### config.mk
export PLATFORM = sky130hd
export DESIGN_NAME = instr_fetch_unit
export DESIGN_NICKNAME = d
export VERILOG_FILES = /design/src/rtl/beta_pkg.sv /design/src/rtl/next_pc_mux.sv /design/src/rtl/instr_fetch_unit.sv
export SDC_FILE = /design/constraint.sdc
export NUM_CORES = 1
export LEC_CHECK = 0
export BUFFER_PORTS_ARGS = -buffer_cell sky130_fd_sc_hd__buf_4
export CORE_UTILIZATION = 54
export DETAILED_ROUTE_END_ITERATION = 7
export GPL_TIMING_DRIVEN = 0
export HOLD_SLACK_MARGIN = 0.05
export PLACE_DENSITY = 0.86
export SLEW_MARGIN = 20
export SYNTH_ARGS = -nofsm -noshare
export SYNTH_HDL_FRONTEND = slang
export SYNTH_SLANG_ARGS = --single-unit
### constraint.sdc
create_clock -name clk -period 6.75 [get_ports clk]
set_input_delay 1.35 -clock clk [delete_from_list [all_inputs] [get_ports clk]]
set_output_delay 1.35 -clock clk [all_outputs]
set_load 0.005 [all_outputs]
### src/rtl/beta_pkg.sv
// Shared definitions for the Beta-style fetch path: PCSEL encodings, trap vectors, FSM states.
package beta_pkg;

  localparam int unsigned XLEN    = 32;
  localparam int unsigned PCSEL_W = 3;
  localparam int unsigned LIT_W   = 16;

  localparam logic [PCSEL_W-1:0] PCSEL_INC   = 3'd0;
  localparam logic [PCSEL_W-1:0] PCSEL_BR    = 3'd1;
  localparam logic [PCSEL_W-1:0] PCSEL_JT    = 3'd2;
  localparam logic [PCSEL_W-1:0] PCSEL_ILLOP = 3'd3;
  localparam logic [PCSEL_W-1:0] PCSEL_XADR  = 3'd4;

  localparam logic [XLEN-1:0] RESET_VEC = 32'h8000_0000;
  localparam logic [XLEN-1:0] ILLOP_VEC = 32'h8000_0004;
  localparam logic [XLEN-1:0] XADR_VEC  = 32'h8000_0008;

  localparam logic [XLEN-1:0] INSN_BYTES = 32'd4;

  typedef enum logic {
    S_FETCH = 1'b0,
    S_HOLD  = 1'b1
  } fetch_state_e;

  // Word-scaled, sign-extended branch displacement.
  function automatic logic [XLEN-1:0] branch_offset(input logic [LIT_W-1:0] lit);
    return {{(XLEN-LIT_W-2){lit[LIT_W-1]}}, lit, 2'b00};
  endfunction

endpackage

### src/rtl/next_pc_mux.sv
// Next-PC selection: increment, branch, jump (supervisor bit can only be cleared), traps, interrupts.
module next_pc_mux
  import beta_pkg::*;
(
  input  logic [XLEN-1:0]    pc,
  input  logic [LIT_W-1:0]   literal,
  input  logic [XLEN-1:0]    jt,
  input  logic [PCSEL_W-1:0] pcsel,
  input  logic               irq,
  output logic [XLEN-1:0]    next_pc_c,
  output logic               irq_redirect_c
);

  logic [XLEN-1:0] pc_inc;
  logic [1:0]      unused_jt_bits;

  assign pc_inc         = pc + INSN_BYTES;
  assign unused_jt_bits = jt[1:0];

  always_comb begin
    next_pc_c      = ILLOP_VEC;
    irq_redirect_c = irq & ~pc[XLEN-1];
    if (irq_redirect_c) begin
      next_pc_c = XADR_VEC;
    end else begin
      case (pcsel)
        PCSEL_INC:  next_pc_c = pc_inc;
        PCSEL_BR:   next_pc_c = pc_inc + branch_offset(literal);
        PCSEL_JT:   next_pc_c = {pc[XLEN-1] & jt[XLEN-1], jt[XLEN-2:2], 2'b00};
        PCSEL_XADR: next_pc_c = XADR_VEC;
        default:    next_pc_c = ILLOP_VEC;
      endcase
    end
  end

endmodule

### src/rtl/instr_fetch_unit.sv
// Fetch stage: owns the PC, fetches over a req/ack handshake, holds the instruction for control.
module instr_fetch_unit
  import beta_pkg::*;
(
  input  logic               clk,
  input  logic               rst,
  output logic               imem_req,
  output logic [XLEN-1:0]    imem_addr,
  input  logic               imem_ack,
  input  logic [XLEN-1:0]    imem_rdata,
  output logic [XLEN-1:0]    instruction,
  output logic               instr_valid,
  input  logic               advance,
  input  logic [PCSEL_W-1:0] pcsel,
  input  logic [XLEN-1:0]    jt,
  input  logic               irq,
  output logic [XLEN-1:0]    pc,
  output logic [XLEN-1:0]    pc_plus4,
  output logic               irq_taken
);

  fetch_state_e    state_q, state_d;
  logic [XLEN-1:0] pc_q, pc_d;
  logic [XLEN-1:0] instruction_q, instruction_d;
  logic            imem_req_q, imem_req_d;
  logic            instr_valid_q, instr_valid_d;
  logic            irq_taken_q, irq_taken_d;

  logic [XLEN-1:0] next_pc_c;
  logic            irq_redirect_c;

  next_pc_mux u_next_pc_mux (
    .pc             (pc_q),
    .literal        (instruction_q[LIT_W-1:0]),
    .jt             (jt),
    .pcsel          (pcsel),
    .irq            (irq),
    .next_pc_c      (next_pc_c),
    .irq_redirect_c (irq_redirect_c)
  );

  always_ff @(posedge clk) begin
    if (rst) begin
      state_q       <= S_FETCH;
      pc_q          <= RESET_VEC;
      instruction_q <= '0;
      imem_req_q    <= 1'b0;
      instr_valid_q <= 1'b0;
      irq_taken_q   <= 1'b0;
    end else begin
      state_q       <= state_d;
      pc_q          <= pc_d;
      instruction_q <= instruction_d;
      imem_req_q    <= imem_req_d;
      instr_valid_q <= instr_valid_d;
      irq_taken_q   <= irq_taken_d;
    end
  end

  // An ack only completes a fetch once req is actually on the bus, so a stale
  // ack straight after reset is dropped while the request is being re-issued.
  always_comb begin
    state_d       = state_q;
    pc_d          = pc_q;
    instruction_d = instruction_q;
    imem_req_d    = imem_req_q;
    instr_valid_d = instr_valid_q;
    irq_taken_d   = 1'b0;
    case (state_q)
      S_FETCH: begin
        imem_req_d = 1'b1;
        if (imem_req_q && imem_ack) begin
          instruction_d = imem_rdata;
          instr_valid_d = 1'b1;
          imem_req_d    = 1'b0;
          state_d       = S_HOLD;
        end
      end
      S_HOLD: begin
        if (advance) begin
          pc_d          = next_pc_c;
          irq_taken_d   = irq_redirect_c;
          instr_valid_d = 1'b0;
          imem_req_d    = 1'b1;
          state_d       = S_FETCH;
        end
      end
      default: state_d = S_FETCH;
    endcase
  end

  assign imem_req    = imem_req_q;
  assign imem_addr   = pc_q;
  assign instruction = instruction_q;
  assign instr_valid = instr_valid_q;
  assign pc          = pc_q;
  assign pc_plus4    = pc_q + INSN_BYTES;
  assign irq_taken   = irq_taken_q;

endmodule

==> summary.md <==
| Metric | Value |
|---|---|
| Status | completed |
| Max-slew headroom | 22.5% |
| Die Wd | 101 microns |
| Number of failing setup endpoints in the final timing report | 0 |
| Number of buffers created by CTS | 9 |
| Seq/Total Area, Yosys | 24.9% |
| Number of sinks handled by clock tree synthesis | 66 |
| Leading cell type by number of instances after synthesis | sky130_fd_sc_hd__nand2_1 |
| Avg WL per Cell | 19.4 microns |
| Placeable Area | approximately 0.0094 sq mm |
| Final weighted congestion of routability-driven global placement | 0.953 |
| Number of cells on the worst reg-to-reg path | 15 |
| Final core utilization | 76.8% |
| Leakage power summed over all cells | approximately 0.0033 uW |
| Power density relative to cell area | 142 mW/mm^2 |
| Hold buffer count at CTS | 0 |
| Fin worst setup slack | around 1.9 ns |
| CTS tree | yes |
| Detailed placer's ending HPWL | around 16 mm |
| Count of H-tree levels built during CTS | 3 |
| Pin count of the biggest net entering global routing | 19 |
| Initial core utilization | 56.6% |
| Total die area | 0.0102 sq mm |
| Routed wire length | 20.5 mm |
| Layout Skew | 0.0178 ns |
| Max capacitance violation total | 0 |
| Antenna Violating Nets Remaining | 0 |
| Clk Latency, worst-skew pair | 0.37 ns |
| Maximum operating frequency | 205 MHz |
| Share of the synthesized area in the top cell type | approximately a quarter |
| # rows | 35 |
| Vert. Die Dim | 101 microns |
| Maximum vdd drop | 0.000134 V |
| Synth-to-Final Area Change | 35.7% |
| Post-synth design cell area | approximately 0.0053 sq mm |
| Count of different cell masters after synthesis | 68 |
| Drc violations | 0 |
| First-pass GRT wire length | 31.5 mm |
| Layout cells sized above 1 | 28.9% |
| Iteration-0 DRC Markers | 474 |
| Slew at the pin closest to its max-slew limit | 1.15 ns |
| Proportion of synthesized flip-flops having asynchronous set or reset | 0% |
| Clk buf depth | 2 |
| Number of antenna cells inserted | 0 |
| Setup crit start kind | register |
| Fin nets | 1,029 |
| Vias post-DR | roughly 6,400 |
| Cells on Worst Hold Path | 2 |
| # resized after CTS | 0 |
| CTS clk-pin slew, worst paths | 0.10 ns |
| Vias in the first global route | 6,111 |
| Kind of critical path | reg2reg |
| WP data arrival | 5.13 ns |
| Most common library cells after synthesis | sky130_fd_sc_hd__nand2_1, sky130_fd_sc_hd__a21oi_1, sky130_fd_sc_hd__dfxtp_1 |
| Predominant post-synthesis flop cell | sky130_fd_sc_hd__dfxtp_1 |
| Type of the worst min-delay path | reg2reg |
| Pre-CTS setup slack | 2.22 ns |
| Largest driver fanout on the critical path | 8 |
| Boundary Pins | 203 |
| Unrepaired setup endpoints after global routing | false |
| Cells taking the most area after synthesis | sky130_fd_sc_hd__dfxtp_1, sky130_fd_sc_hd__nand2_1, sky130_fd_sc_hd__ha_1 |
| Mean cell area of the mapped netlist | 7.45 sq um |
| Post-synthesis cell type with the largest combined area | sky130_fd_sc_hd__dfxtp_1 |
| Number of flops mapped to enable cells by yosys | 0 |
| Setup TNS after final layout | 0 ns |
| Gr ovfl total | 0 |
| Number of max-slew violations in the final report | 0 |
| Detailed-router iteration count before antenna repair | 6 |
| Library cell used as clock root buffer | sky130_fd_sc_hd__clkbuf_8 |
| Count of state elements after synthesis | 66 |
| Post-CTS setup buffer count | 0 |
| Initial antenna violation count | 0 |
| GRT Resource Usage Total | between 40% and 50% |
| Vias per Instance | 6.03 |
| Number of instances in the synthesized netlist | 712 |
| Final cycle utilization of the critical path | 72.2% |
| IO Port Bufs | just under 200 |
| Yosys Warn Count | 0 |
| Final period demand of the worst path | slightly below 5 ns |
| Crit. End Element | register |
| Number of hold-slack violations in the final timing report | 0 |
| Critical path data required time | 7.01 ns |
==> worst max-delay path, cell delays in order, from the launching register on <==
cell	delay, ns
sky130_fd_sc_hd__dfxtp_1	0.49
sky130_fd_sc_hd__ha_1	0.30
sky130_fd_sc_hd__nand3_1	0.23
sky130_fd_sc_hd__nor3_1	0.96
sky130_fd_sc_hd__nand3_1	0.20
sky130_fd_sc_hd__xnor2_1	0.24
sky130_fd_sc_hd__ha_1	0.32
sky130_fd_sc_hd__buf_2	0.19
sky130_fd_sc_hd__o21a_1	0.14
sky130_fd_sc_hd__nor2_1	0.04
sky130_fd_sc_hd__o21ai_0	0.27
sky130_fd_sc_hd__a21oi_1	0.20
sky130_fd_sc_hd__or4_1	0.48
sky130_fd_sc_hd__o21ai_0	0.45
sky130_fd_sc_hd__xnor2_1	0.18
sky130_fd_sc_hd__o21ai_1	0.08
==> metal layers <==
layer / up-vias / wire length [microns] / GRT usage, %
met1: 2900 / 7550 / 46.2
li1: 2939 / - / -
met3: 82 / 2230 / 8.70
met5: - / 0 / 0
met2: 451 / 9680 / 67.6
met4: 0 / 1070 / 27.2
==> where the power goes <==
part / switching [uW] / internal (uW) / total, uW
clock network: 197 / 255 / 452
registers: 13.5 / 401 / 414
logic: 80.1 / 74.1 / 154
==> cell type report <==
cell class	instances	area [sq um]
buffer	70	403
multi-input combinational	572	3570
clock buffer	9	124
clock inverter	7	133
tap	129	161
inverter	9	33.8
fill	691	2170
timing repair buffer	194	1460
sequential	66	1320
==> registers in the layout, indices dropped and copies added (netlist names) <==
name / count
state_q: 1
instr_valid: 1
imem_req: 1
irq_taken: 1
imem_addr: 30
instruction: 32
==> through the flow <==
step / hold slack (ns) / cells / total power, uW / area (sq um)
2_1_floorplan: 0.453 / 717 / 493 / 5330
3_3_place_gp: 0.442 / 1040 / 566 / 6940
3_5_place_dp: 0.448 / 1040 / 572 / 6940
4_1_cts: 0.459 / 1056 / 1010 / 7200
5_1_grt: 0.477 / 1056 / 1040 / 7200
6_report: 0.457 / 1056 / 1020 / 7200
==> cells by family after synthesis <==
family	Yosys count	share of synthesized area, %
compound gates	201	23.9
xor+xnor	50	8.56
flops	66	24.9
other cells	1	0.0707
mux	7	1.32
fa+ha+maj	35	8.39
buf+inv	79	8.23
simple gates	273	24.6
==> worst paths after layout <==
check / start / endpoint / slack, ns
hold / removal: instruction[16] / instruction[16] / 0.46
setup / recovery: imem_addr[2] / imem_addr[31] / 1.88
setup reg to reg: imem_addr[2] / imem_addr[31] / 1.88
hold reg to reg: instruction[16] / instruction[16] / 0.46
==> layout by cell type (no fill, tap or decap), drive strengths merged, types with 13 or more instances in the layout <==
cell / count
buf: 234
nand2: 130
a21oi: 76
dfxtp: 66
nor2: 48
o21ai: 41
clkbuf: 39
ha: 34
xnor2: 29
nand3: 27
xor2: 20
inv: 13
(Power assumes the default switching activity.)
